===== src/rtl/rr_arbiter_param.sv =====
// Parametrised round-robin arbiter with registered one-hot grant and index.
// Define RR_ARB_LOCK_EN to hold a grant until the owner's last beat or request drop.
module rr_arbiter_param #(
    parameter int NUM_REQ = 4,
    parameter int IDX_W   = (NUM_REQ > 1) ? $clog2(NUM_REQ) : 1
) (
    input  logic               clk,
    input  logic               rst,
    input  logic [NUM_REQ-1:0] req,
    input  logic [NUM_REQ-1:0] last,
    output logic [NUM_REQ-1:0] grant,
    output logic [IDX_W-1:0]   grant_idx,
    output logic               grant_valid
);

    typedef enum logic {
        IDLE,
        LOCKED
    } state_t;

    localparam logic [IDX_W-1:0] LAST_IDX = IDX_W'(NUM_REQ - 1);

    state_t             state;
    state_t             state_n;
    logic [IDX_W-1:0]   ptr;
    logic [IDX_W-1:0]   ptr_n;
    logic [IDX_W-1:0]   owner;
    logic [IDX_W-1:0]   owner_n;
    logic [NUM_REQ-1:0] grant_n;
    logic [IDX_W-1:0]   idx_n;
    logic               valid_n;

    logic [IDX_W-1:0]   win;
    logic [IDX_W-1:0]   pos;
    logic               hit;
    logic               release_ok;
    logic               lock_next;

    // First set request at or above ptr, wrapping modulo NUM_REQ
    always_comb begin
        int j;
        win = '0;
        pos = '0;
        hit = 1'b0;
        j   = 0;
        for (int i = 0; i < NUM_REQ; i++) begin
            j = int'(ptr) + i;
            if (j >= NUM_REQ) begin
                j = j - NUM_REQ;
            end
            pos = IDX_W'(j);
            if (!hit && req[pos]) begin
                hit = 1'b1;
                win = pos;
            end
        end
    end

`ifdef RR_ARB_LOCK_EN
    assign release_ok = (state == IDLE) || !req[owner] || last[owner];
    assign lock_next  = !last[win];
`else
    logic unused_nolock;
    assign unused_nolock = ^{last, owner};
    assign release_ok    = 1'b1;
    assign lock_next     = 1'b0;
`endif

    always_comb begin
        state_n = state;
        ptr_n   = ptr;
        owner_n = owner;
        grant_n = grant;
        idx_n   = grant_idx;
        valid_n = grant_valid;
        if (release_ok) begin
            if (!hit) begin
                grant_n = '0;
                idx_n   = '0;
                valid_n = 1'b0;
                state_n = IDLE;
            end else begin
                grant_n = NUM_REQ'(1) << win;
                idx_n   = win;
                valid_n = 1'b1;
                owner_n = win;
                ptr_n   = (win == LAST_IDX) ? '0 : win + IDX_W'(1);
                // A winner already on its last beat gets a single-cycle grant
                state_n = lock_next ? LOCKED : IDLE;
            end
        end
    end

    always_ff @(posedge clk or negedge rst) begin
        if (!rst) begin
            state       <= IDLE;
            ptr         <= '0;
            owner       <= '0;
            grant       <= '0;
            grant_idx   <= '0;
            grant_valid <= 1'b0;
        end else begin
            state       <= state_n;
            ptr         <= ptr_n;
            owner       <= owner_n;
            grant       <= grant_n;
            grant_idx   <= idx_n;
            grant_valid <= valid_n;
        end
    end

endmodule


===== config.mk =====
export PLATFORM = sky130hd
export DESIGN_NAME = rr_arbiter_param
export DESIGN_NICKNAME = d
export VERILOG_FILES = /design/src/rtl/rr_arbiter_param.sv
export SDC_FILE = /design/constraint.sdc
export NUM_CORES = 1
export LEC_CHECK = 0
export CELL_PAD_IN_SITES_DETAIL_PLACEMENT = 1
export CELL_PAD_IN_SITES_GLOBAL_PLACEMENT = 2
export CORE_UTILIZATION = 30
export CTS_BUF_LIST = sky130_fd_sc_hd__clkbuf_8
export CTS_CLUSTER_DIAMETER = 200
export DETAILED_ROUTE_END_ITERATION = 6
export HOLD_SLACK_MARGIN = 0.06
export PLACE_DENSITY = 0.84
export RECOVER_POWER = 25
export SETUP_SLACK_MARGIN = 0.05
export SYNTH_ARGS = -nofsm -noshare
export SYNTH_HDL_FRONTEND = slang
export SYNTH_SLANG_ARGS = --single-unit

===== constraint.sdc =====
create_clock -name clk -period 3.48 [get_ports clk]
set_input_delay 0.348 -clock clk [delete_from_list [all_inputs] [get_ports clk]]
set_output_delay 0.348 -clock clk [all_outputs]
set_load 0.03 [all_outputs]

; After elaboration in Yosys (flattened, before gate mapping)
; Index checks and enable logic that the tools add are counted.
[totals]
regBits = 9
mem_count = 0
rom_bits = 0
mem_bits_rw = 0
elab_cells = 52
out_inout_bits = 7
input_bits = 10
latchBits = 0
[op_classes]
div_mod_pow = 0
n_reduce_logical = 6
shift = 1
n_lt_le_gt_ge = 8
mul = 0
addsub = 8
n_bitwise = 0
n_eq_ne = 1
mux = 24
[ops]
columns = cell, count
row1 = 2-bit two-way mux, 10
row2 = 2-bit by 3-bit less-than comparator with 1-bit output (second input constant), 4
row3 = 3-bit >= comparator (second input constant), 3
row4 = 1-bit two-way mux, 9
row5 = 1-bit binary-select mux with 2-bit select, 4
row6 = 2-bit by 1-bit subtractor with 2-bit output (second input constant), 4
row7 = 2-bit by 2-bit adder with 3-bit output (second input constant), 2
row8 = 4-bit two-way mux, 1
row9 = 1-bit by 2-bit << shifter with 4-bit output (first input constant), 1
row10 = 2-bit by 1-bit adder with 3-bit output (second input constant), 1
row11 = 2-bit by 3-bit >= comparator with 1-bit output (second input constant), 1
row12 = 1-bit logical AND, 3
row13 = 1-bit zero test, 3
row14 = 2-bit by 1-bit adder with 2-bit output (second input constant), 1
row15 = 2-bit equality test (second input constant), 1

; Logic depth before layout (Yosys ltp)
; Gate-level depths: netlist (run 1).
[logic_depth]
depth_word = 16
ltp_mapped = 6
depth_no_buf = 5

; Worst setup path before layout (run 1)
; No wires, ideal clock.
[synth_timing]
path_kind = register to register
start = reg ptr[1]
end = reg ptr[1]
t_required_ns = 3.355
arrival_ns = 1.464
setup_slack_ns = 1.891
path_buffers = 1
setup_time_ns = 0.125
stages_incl_launch_ff = 7
period_less_slack_ns = 1.589
cell_sequence = dfrtp_1 > buf_4 > mux2i_1 > a21oi_1 > o21a_1 > ha_1 > mux2_4
[synth_via]
elab_chain_cells = 16
elab_cells_between_ends = 40
cone_classes = add/sub (8) / order compare (4) / eq/ne (1) / mux (21) / reduce/logical (6)
[synth_rtl]
columns = item, line
row1 = from (decl), 25  ; logic [IDX_W-1:0] ptr;
row2 = from (signal assigned), 104  ; ptr <= ptr_n;
row3 = "parallel branches: the longest is 16 deep, another holds 2-bit by 1-bit adder with 3-bit output", -
; Several ways; the timed one is not identified. The select of a mux whose other input is x is not followed.
; A chain may end at the register's enable or synchronous reset.

; Worst setup path in the final report (run 1)
[layout_timing]
start = in req[1]
end = reg ptr[1]
[layout_via]
elab_chain_cells = 14
elab_cells_between_ends = 25
cone_classes = add/sub (1) / eq/ne (1) / mux (17) / reduce/logical (6)
[layout_rtl]
columns = item, line
row1 = from (decl), 9  ; input logic [NUM_REQ-1:0] req,
row2 = 1-bit binary-select mux with 2-bit select, 52  ; if (!hit && req[pos]) begin
row3 = 1-bit two-way mux (not written as such), 52
row4 = 1-bit two-way mux, 52
row5 = 1-bit zero test, 52
row6 = 1-bit logical AND, 52
row7 = 1-bit two-way mux, 52
row8 = 1-bit zero test, 52
row9 = 1-bit logical AND, 52
row10 = 1-bit two-way mux, 52
row11 = 1-bit zero test, 52
row12 = 1-bit logical AND, 52
row13 = 2-bit two-way mux, 52
row14 = 2-bit by 1-bit adder with 2-bit output / 2-bit equality test (equally long branches), 87  ; ptr_n = (win == LAST_IDX) ? '0 : win + IDX_W'(1);
row15 = 2-bit two-way mux, 87
; Several ways; a longest one is shown, not always the timed one. The select of a mux whose other input is x is not followed.

==> out/metrics.yaml, run 1 <==
clock_tree:
  cts-htree-levels: 1
  postCtsSetupBuffers: 0
  numCtsBuffers: 3
  clockBufferDepth: 2
  cts.root.buffer_cell: "sky130_fd_sc_hd__clkbuf_8"
  post_cts.resized_instances: 0
  clock_latency_reported_for_the_late_side_of_the_worst_skew_pair_ps: 230
  ctsHoldBuffers: 0
  cts_tree: "yes"
  clock_sink_count: 9
  cts.clk_slew.worst_paths_ps: 40
global_route:
  grt_overflow: 0
  number_of_global_route_vias_before_repair: 317
  total_routing_resource_utilization_after_global_routing_pct: 11.3
  antenna_violations_before_repair: 0
  grt_first_pass_wirelength_mm: 1.42
  pin_count_of_the_biggest_net_entering_global_routing: 10
route:
  via_per_inst: 4.87
  drt_drc_violations_left: 0
  drt_first_pass_iters: 2
  drt-total-wl_um: 845
  detail-route-antenna-nets: 0
  detail_route.wl_per_cell_um: 12.6
  drt_iter0_drc: 4
  vias: 326
yosys:
  synth.net_count: 51
  yosysSeqAreaShare_pct: 48.0
  synth_top_flop_cell: "sky130_fd_sc_hd__dfrtp_1"
  synth_area_leader_cell: "sky130_fd_sc_hd__dfrtp_1"
  synthesis.yosys.warnings: 0
  yosys-top-cells-area: "sky130_fd_sc_hd__dfrtp_1, sky130_fd_sc_hd__ha_1, sky130_fd_sc_hd__and2b_2"
  netlist_area_um2: 469
  post_synthesis_sequential_element_count: 9
  yosys.cell_count.top_type: "sky130_fd_sc_hd__dfrtp_1"
  synth.top_cells.by_count: "sky130_fd_sc_hd__dfrtp_1, sky130_fd_sc_hd__and2b_2, sky130_fd_sc_hd__ha_1, sky130_fd_sc_hd__a21oi_1, sky130_fd_sc_hd__o21a_1"
  post_synth_inst_count: 37
  synth_top_area_share_pct: 48.0
  syn_area_per_cell_um2: 12.7
  synthDistinctLibCells: 16
  synth_enable_flop_cells: 0
  synth-async-reset-ratio_pct: 100
sta:
  final_hold_viol_count: 0
  share_of_the_clock_period_used_by_the_worst_path_after_layout_pct: 56.3
  worstMarginPinSlew_ps: 370
  fmax_mhz: 511
  timing.final.crit_period_ps: 1960
  maxSlewHeadroom_pct: 75.3
  fin_tns_setup_ps: 0
  final-max-slew-violation-count: 0
  unrepaired_setup_endpoints_after_global_routing: "no"
  timing.final.setup_violations: 0
  timing.clock.skew_ps: 0.324
pwr:
  power.share.combinational_pct: 44.8
  internal_power_of_the_cells_w: 0.000331
  net-switching-power_w: 0.000185
  peakVddDrop_mv: 0.220
  switching_share_pct: 35.9
  seq_power_share_pct: 33.1
  power_per_cell_area_nw_per_um2: 800
  p_leak_nw: 0.281
  clockPowerShare_pct: 22.1
placement:
  place_congestion: 0.751
  dp.final_hpwl_um: 675
  place_area_um2: 601
  buffers_on_ports: 12
final_layout:
  area_occupied_by_multi_input_gates_um2: 229
  postLayoutCoreUtil_pct: 46.7
  number_of_inserted_filler_cells_in_the_final_layout: 149
  antenna-diode-count: 0
  finish.net_count: 67
  final_area_um2: 646
  sequential_cell_area_um2: 225
  area_growth_syn_to_layout_pct: 37.6
  layout-drive-gt1-share_pct: 21.2
die:
  die_width_um: 41.5
  initial_utilization_pct: 33.9
  row_count: 13
  ports_placed_on_the_boundary: 17
  die_ar_um2: 1730
  die_h_um: 41.5
  core_area_um2: 1380
job:
  timing.max_cap.violations: 0
worst_setup_path:
  cp_max_fo: 6
  setup.worst_path.end_class: "flip-flop"
  worst_setup_path_start_kind: "input pin"
  critPathArrivalTime_ps: 2070
  worstSetupPathType: "in2reg"
  reg_to_reg_setup_timing_slack_ps: 1740
  worst-endpoint-required_ps: 3590
run_status:
  run_status: "finished clean"
worst_hold_path:
  worstHoldPathType: "in2async"
## flip-flops by register name (all words and copies together), names as in the netlist
| signal | flops |
|---|---|
| ptr | 2 |
| grant_valid | 1 |
| grant_idx | 2 |
| grant | 4 |
## placed cells by master (no fill, tap or decap), types with 2 or more instances in the layout
cell                              instances
sky130_fd_sc_hd__and2b_2                  4
sky130_fd_sc_hd__dfrtp_1                  9
sky130_fd_sc_hd__o22a_2                   2
sky130_fd_sc_hd__a21oi_1                  3
sky130_fd_sc_hd__clkdlybuf4s50_1         11
sky130_fd_sc_hd__ha_1                     4
sky130_fd_sc_hd__o21a_1                   3
sky130_fd_sc_hd__inv_1                    3
sky130_fd_sc_hd__o21ai_0                  2
sky130_fd_sc_hd__clkbuf_8                 3
## per-layer routing
layer / share of wire [%] / track usage (%)
met5: 0 / 0
met4: 2.0 / 11.6
met3: 3.2 / 2.61
met2: 45 / 16.6
met1: 49 / 12.9
## per-stage QoR
| stage | hold WS, ps | cells | power [W] | worst slack, ps |
|---|---|---|---|---|
| finish | 470 | 67 | 0.000516 | 1520 |
| global route | 493 | 67 | 0.000549 | 1450 |
| CTS | 407 | 67 | 0.000525 | 1550 |
| detailed placement | 657 | 63 | 0.000405 | 1300 |
| global placement | 638 | 63 | 0.000397 | 1340 |
| floorplan | 52.4 | 37 | 0.000323 | 1890 |
## path summary, 6_finish.rpt
kind | endpoint | from | cells past startpoint
worst max-delay path | ptr[1] | req[1] | 6
worst min-delay path | grant_idx[0] | rst | 1
worst max register to register | ptr[1] | ptr[1] | 5
worst min register to register | grant_idx[1] | ptr[1] | 1
max in group asynchronous | grant[0] | rst | 1
min in group clk | grant_idx[1] | ptr[1] | 1
## cells by family after synthesis
family / synth area share, %
buffers and inverters: 3.20
AO/OA/AOI/OAI: 19.2
multiplexers: 5.33
AND/OR/NAND/NOR: 13.6
flip-flops: 48.0
adder cells (fa/ha/maj): 10.7
## area by class of cell
cell class                      count  area share (%)
Timing Repair Buffer               12            18.6
Sequential cell                     9            34.9
Inverter                            2            1.16
Clock inverter                      1           0.581
Clock buffer                        3            6.40
Tap cell                           15            2.91
Multi-Input combinational cell     25            35.5
## power by group through the flow
stage / Combinational, W / Clock, W / Sequential [W]
final: 0.000231 / 0.000114 / 0.000171
after global routing: 0.000248 / 0.000125 / 0.000176
after CTS: 0.000234 / 0.000120 / 0.000171
after detailed placement: 0.000234 / 0 / 0.000172
after global placement: 0.000228 / 0 / 0.000168
after floorplan: 0.000113 / 0 / 0.000211
## worst max-delay path, stage by stage
cell                              delay, ps
sky130_fd_sc_hd__clkdlybuf4s50_1        620
sky130_fd_sc_hd__mux2i_1                110
sky130_fd_sc_hd__a21oi_1                260
sky130_fd_sc_hd__o21a_1                 210
sky130_fd_sc_hd__ha_1                   240
sky130_fd_sc_hd__mux2_4                 260
Power figures use the tool's default switching activity.
==> run 2, diff against run 1 <==
CORE_UTILIZATION = 28   (was 30)
PLACE_DENSITY = 0.79   (was 0.84)
clock period = 2 ns   (was 3.48 ns; I/O delays follow)
==> run 2 against run 1 <==
  * Critical path depth is 1 lower
  * Total power grew 73%
  * Sequential share of layout area decreased by 0.86 points
  * Cell count increased by 4.5%
  * Hold slack got worse by 140 ps
  * Critical path type is now reg2reg
  * Die area grew 6.8%
  * Clock skew hardly changed
  * Via count is 4.0% higher
  * Non-clock buffer count increased by 2
==> out/metrics.yaml, run 2 (synthesis gave the netlist of run 1 again) <==
global_route:
  grt_overflow: 0  # unchanged
  pin_count_of_the_biggest_net_entering_global_routing: 10  # unchanged
  grt_first_pass_wirelength_mm: 1.46  # +2.4%
  number_of_global_route_vias_before_repair: 322  # +1.6%
  total_routing_resource_utilization_after_global_routing_pct: 11.4  # +0.14 points
  antenna_violations_before_repair: 0  # unchanged
route:
  drt_iter0_drc: 1  # -3
  drt-total-wl_um: 843  # -0.24%
  detail-route-antenna-nets: 0  # unchanged
  drt_drc_violations_left: 0  # unchanged
  via_per_inst: 4.84  # -0.47%
  detail_route.wl_per_cell_um: 12.0  # -4.5%
  vias: 339  # +4.0%
  drt_first_pass_iters: 2  # unchanged
clock_tree:
  postCtsSetupBuffers: 0  # unchanged
  ctsHoldBuffers: 0  # unchanged
  post_cts.resized_instances: 0  # unchanged
  numCtsBuffers: 3  # unchanged
  clock_latency_reported_for_the_late_side_of_the_worst_skew_pair_ps: 230  # about the same
  clockBufferDepth: 2  # unchanged
  cts.clk_slew.worst_paths_ps: 40  # about the same
  cts.root.buffer_cell: "sky130_fd_sc_hd__clkbuf_8"
  clock_sink_count: 9  # unchanged
  cts_tree: "yes"
  cts-htree-levels: 1  # unchanged
final_layout:
  antenna-diode-count: 0  # unchanged
  mostFrequentLayoutCells: "sky130_fd_sc_hd__clkdlybuf4s50_1, sky130_fd_sc_hd__dfrtp_1, sky130_fd_sc_hd__and2b_2, sky130_fd_sc_hd__ha_1"
  finish.net_count: 69  # +3.0%
  top_register: "grant"
  area_growth_syn_to_layout_pct: 41.1
  layout-drive-gt1-share_pct: 24.1  # +2.9 points
  final_common_cell: "sky130_fd_sc_hd__clkdlybuf4s50_1"
  number_of_flip_flops_under_the_largest_register_name: 4  # unchanged
  reg.largest.list: "grant x4, grant_idx x2, ptr x2"
pwr:
  internal_power_of_the_cells_w: 0.000578  # +75%
  clockPowerShare_pct: 22.3  # +0.2 points
  p_leak_nw: 0.291  # +3.4%
  net-switching-power_w: 0.000316  # +70%
  switching_share_pct: 35.3  # -0.56 points
  power.share.combinational_pct: 44.6  # -0.2 points
  peakVddDrop_mv: 0.369  # +68%
  seq_power_share_pct: 33.1  # about the same
  power_per_cell_area_nw_per_um2: 1350  # +69%
worst_setup_path:
  setup.worst_path.end_class: "flip-flop"
  critPathArrivalTime_ps: 1850  # -220 ps
  reg_to_reg_setup_timing_slack_ps: 260  # -1480 ps
  worstSetupPathType: "reg2reg"
  worst-endpoint-required_ps: 2110  # -1480 ps
  cp_max_fo: 9  # +3
  worst_setup_path_start_kind: "flip-flop"
placement:
  buffers_on_ports: 12  # unchanged
  detailedPlace.worstSlack_ps: 31.9  # -1270 ps
  dp.final_hpwl_um: 664  # -1.6%
  place_congestion: 0.661  # -12%
sta:
  fin_tns_setup_ps: 0  # unchanged
  final_hold_viol_count: 0  # unchanged
  timing.final.crit_period_ps: 1740
  maxSlewHeadroom_pct: 74.5  # -0.71 points
  timing.final.setup_violations: 0  # unchanged
  unrepaired_setup_endpoints_after_global_routing: "no"
  final-max-slew-violation-count: 0  # unchanged
  share_of_the_clock_period_used_by_the_worst_path_after_layout_pct: 87.1
  postLayoutSetupSlackWorst_ps: 258  # -1260 ps
  timing.clock.skew_ps: 0.632  # +0.308 ps
  fmax_mhz: 574
  worstMarginPinSlew_ps: 381  # +10.7 ps
  whs_ps: 328  # -142 ps
die:
  die_ar_um2: 1840  # +6.8%
  die_width_um: 42.9  # +3.3%
  initial_utilization_pct: 30.4  # -3.5 points
  core_area_um2: 1540  # +11%
  row_count: 14  # +1
  die_h_um: 42.9  # +3.3%
  ports_placed_on_the_boundary: 17  # unchanged
job:
  timing.max_cap.violations: 0  # unchanged
run_status:
  run_status: "finished clean"
worst_hold_path:
  worstHoldPathType: "in2async"
-- run 2: final cells by class --
cell class	count	area, µm²
timing repair buffer	14	135
clock inverter	1	3.75
sequential	9	225
tap	16	20.0
inverter	2	7.51
fill	176	880
clock buffer	3	41.3
multi-input combinational	25	229
-- run 2: critical path, cell delays in order, from the launching register on --
cell and delay (ps):
sky130_fd_sc_hd__dfrtp_1 480, sky130_fd_sc_hd__mux2i_1 160, sky130_fd_sc_hd__a21oi_1 280, sky130_fd_sc_hd__o21a_1 200, sky130_fd_sc_hd__ha_1 240, sky130_fd_sc_hd__mux2_4 260
-- run 2: path summary, 6_finish.rpt --
path | startpoint | endpoint | depth (start not counted)
min | rst | grant[0] | 1
min reg2reg | ptr[1] | grant_idx[1] | 1
max reg2reg | ptr[1] | ptr[1] | 5
min in group clk | req[2] | grant_valid | 3
max | ptr[1] | ptr[1] | 5
max in group asynchronous | rst | ptr[0] | 1
-- run 2: per-layer routing --
metal	up-vias	global-route usage, %	share of wire [%]
li1	164	-	-
met1	161	14.2	49
met2	10	15.5	44
met3	4	1.70	2.1
met4	0	12.7	5.1
met5	-	0	0
-- run 2: power groups by stage --
stage / combinational (W) / clock (W) / sequential [W]
2_1_floorplan: 0.000196 / 0 / 0.000366
3_3_place_gp: 0.000399 / 0 / 0.000296
3_5_place_dp: 0.000405 / 0 / 0.000299
4_1_cts: 0.000406 / 0.000205 / 0.000296
5_1_grt: 0.000434 / 0.000218 / 0.000305
6_report: 0.000399 / 0.000199 / 0.000296
-- run 2: through the flow --
step / instance area, µm² / power (W) / utilization, % / std cells
final: 662 / 0.000893 / 42.9 / 70
after global routing: 662 / 0.000957 / 42.9 / 70
after CTS: 662 / 0.000907 / 42.9 / 70
after detailed placement: 617 / 0.000704 / 40.0 / 66
after global placement: 617 / 0.000695 / 40.0 / 66
after floorplan: 469 / 0.000563 / - / 37
==> run 3, diff against run 2 <==
CELL_PAD_IN_SITES_GLOBAL_PLACEMENT = 1   (was 2)
CORE_UTILIZATION = 34   (was 28)
CTS_CLUSTER_DIAMETER = unset   (was 200)
==> run 3 against run 2 <==
  * Register-to-register slack got worse by 60 ps
  * Design area grew 0.95%
  * Combinational power is 5.8% higher
  * Count of clock-buffer cells in the layout is the same
  * Worst setup slack worse by 56 ps
  * Routed wire length up 24%
  * Non-clock buffer count up 1
  * Sequential cell count stayed put
  * Global-route usage is 6.0 points higher
  * Core utilization is 9.1 points higher
  * Hold slack got worse by 2.2 ps
  * Maximum frequency is 3.1% lower
==> out/metrics.yaml, run 3 (synthesis gave the netlist of run 1 again) <==
run_status:
  run_status: "finished clean"
route:
  detail_route.wl_per_cell_um: 14.9  # +24%
  detail-route-antenna-nets: 0  # unchanged
  drt_first_pass_iters: 1  # -1
  vias: 355  # +4.7%
  drt_drc_violations_left: 0  # unchanged
  via_per_inst: 5.07  # +4.7%
  drt-total-wl_mm: 1.05  # +24%
  drt_iter0_drc: 0  # -1
sta:
  unrepaired_setup_endpoints_after_global_routing: "no"
  final_hold_viol_count: 0  # unchanged
  share_of_the_clock_period_used_by_the_worst_path_after_layout_pct: 89.9  # +2.8 points
  fmax_mhz: 556  # -3.1%
  timing.final.setup_violations: 0  # unchanged
  timing.clock.skew_ps: 1.79  # +1.15 ps
  timing.final.crit_period_ps: 1800  # +55.6 ps
  worstMarginPinSlew_ps: 391  # +10.3 ps
  maxSlewHeadroom_pct: 73.7  # -0.80 points
  final-max-slew-violation-count: 0  # unchanged
clock_tree:
  cts-htree-levels: 1  # unchanged
  cts_tree: "yes"
  ctsHoldBuffers: 0  # unchanged
  clockBufferDepth: 2  # unchanged
  cts.clk_slew.worst_paths_ps: 40  # about the same
  post_cts.resized_instances: 0  # unchanged
  postCtsSetupBuffers: 0  # unchanged
  cts.root.buffer_cell: "sky130_fd_sc_hd__clkbuf_8"
  clock_latency_reported_for_the_late_side_of_the_worst_skew_pair_ps: 230  # about the same
  clock_sink_count: 9  # unchanged
  numCtsBuffers: 3  # unchanged
global_route:
  grt_first_pass_wirelength_mm: 1.64  # +12%
  total_routing_resource_utilization_after_global_routing_pct: 17.4  # +6.0 points
  number_of_global_route_vias_before_repair: 362  # +12%
  pin_count_of_the_biggest_net_entering_global_routing: 10  # unchanged
  grt_overflow: 0  # unchanged
  antenna_violations_before_repair: 0  # unchanged
worst_setup_path:
  worst-endpoint-required_ps: 2110  # about the same
  cp_slowest_cell: "sky130_fd_sc_hd__clkdlybuf4s50_1"
  critPathArrivalTime_ps: 1910  # +60 ps
  timing.critical_path.max_delay_family: "buffers and inverters"
  setup.worst_path.end_class: "flip-flop"
  timing.critical_path.slowest_cell_delay_ps: 550  # +70 ps
  cp_max_fo: 5  # -4
  crit_path_cell_chain: "clkdlybuf4s50_1 > mux2i_1 > a21oi_1 > o21a_1 > ha_1 > mux2_4"
  crit_buf_inv: 1  # +1
  worst_setup_path_start_kind: "input pin"
  worstSetupPathType: "in2reg"
die:
  die_h_um: 39.2  # -8.8%
  die_ar_um2: 1530  # -17%
  core_area_um2: 1280  # -17%
  initial_utilization_pct: 36.5  # +6.1 points
  ports_placed_on_the_boundary: 17  # unchanged
  die_width_um: 39.2  # -8.8%
  row_count: 13  # -1
placement:
  buffers_on_ports: 12  # unchanged
  place_congestion: 0.744  # +13%
  place.detailed.instances: 66  # unchanged
pwr:
  peakVddDrop_mv: 0.404  # +9.8%
  p_leak_nw: 0.296  # +1.7%
  power_per_cell_area_nw_per_um2: 1380  # +2.0%
worst_hold_path:
  worstHoldPathType: "in2async"
final_layout:
  finish.net_count: 70  # +1.4%
  antenna-diode-count: 0  # unchanged
  finish.cell_count_without_fillers: 70  # unchanged
  final_common_cell: "sky130_fd_sc_hd__clkdlybuf4s50_1"
  number_of_flip_flops_under_the_largest_register_name: 4  # unchanged
  area_growth_syn_to_layout_pct: 42.4
  reg.largest.list: "grant x4, grant_idx x2, ptr x2"
  number_of_inserted_filler_cells_in_the_final_layout: 148  # -16%
  area_occupied_by_multi_input_gates_um2: 229  # unchanged
  layout-drive-gt1-share_pct: 25.5  # +1.4 points
  postLayoutCoreUtil_pct: 52.0  # +9.1 points
  mostFrequentLayoutCells: "sky130_fd_sc_hd__clkdlybuf4s50_1, sky130_fd_sc_hd__dfrtp_1, sky130_fd_sc_hd__and2b_2, sky130_fd_sc_hd__ha_1"
  sequential_cell_area_um2: 225  # unchanged
  top_register: "grant"
job:
  timing.max_cap.violations: 0  # unchanged
-- run 3: cell count changes in the layout (fill, tap and decap cells not counted), sizes merged --
cell | before | now
buf | 2 | 3
-- run 3: worst paths after layout --
| path | from | end | depth (start not counted) | slack, ps |
|---|---|---|---|---|
| min reg2reg | ptr[1] | grant_idx[1] | 1 | 720 |
| min | rst | grant[2] | 1 | 330 |
| max in group asynchronous | rst | ptr[0] | 1 | 1400 |
| min in group clk | ptr[1] | grant_idx[1] | 1 | 720 |
| max | req[1] | ptr[1] | 6 | 200 |
| max reg2reg | ptr[1] | ptr[1] | 5 | 200 |
-- run 3: per-layer routing --
metal / GRT usage [%] / vias to the layer above / part of all wire [%]
met1: 15.4 / 170 / 39
li1: - / 167 / -
met4: 13.8 / 0 / 3.0
met3: 2.31 / 4 / 3.9
met2: 33.8 / 14 / 54
met5: 0 / - / 0
-- run 3: layout make-up --
cell class / instances / area share, %
inverter: 2 / 1.12
sequential: 9 / 33.7
clock inverter: 1 / 0.562
tap: 15 / 2.81
timing repair buffer: 15 / 21.3
clock buffer: 3 / 6.18
multi-input combinational: 25 / 34.3
-- run 3: stage by stage --
| step | setup slack (ps) | cell area, µm² | total power [W] | hold WS, ps | setup TNS (ps) |
|---|---|---|---|---|---|
| final | 202 | 668 | 0.000920 | 325 | 0 |
| after global routing | 89.1 | 668 | 0.000977 | 354 | 0 |
| after CTS | 192 | 668 | 0.000927 | 266 | 0 |
| after detailed placement | -11.7 | 623 | 0.000723 | 506 | -11.7 |
| after global placement | 91.9 | 623 | 0.000695 | 498 | 0 |
| after floorplan | 411 | 469 | 0.000563 | -95.6 | 0 |
-- run 3: power by group --
| group | switching [W] | leakage [nW] | internal (W) | total [W] |
|---|---|---|---|---|
| Combinational | 0.000220 | 0.161 | 0.000202 | 0.000422 |
| Sequential | 0.0000488 | 0.108 | 0.000249 | 0.000298 |
| Clock | 0.0000666 | 0.0269 | 0.000133 | 0.000200 |
| Total | 0.000336 | 0.296 | 0.000584 | 0.000920 |
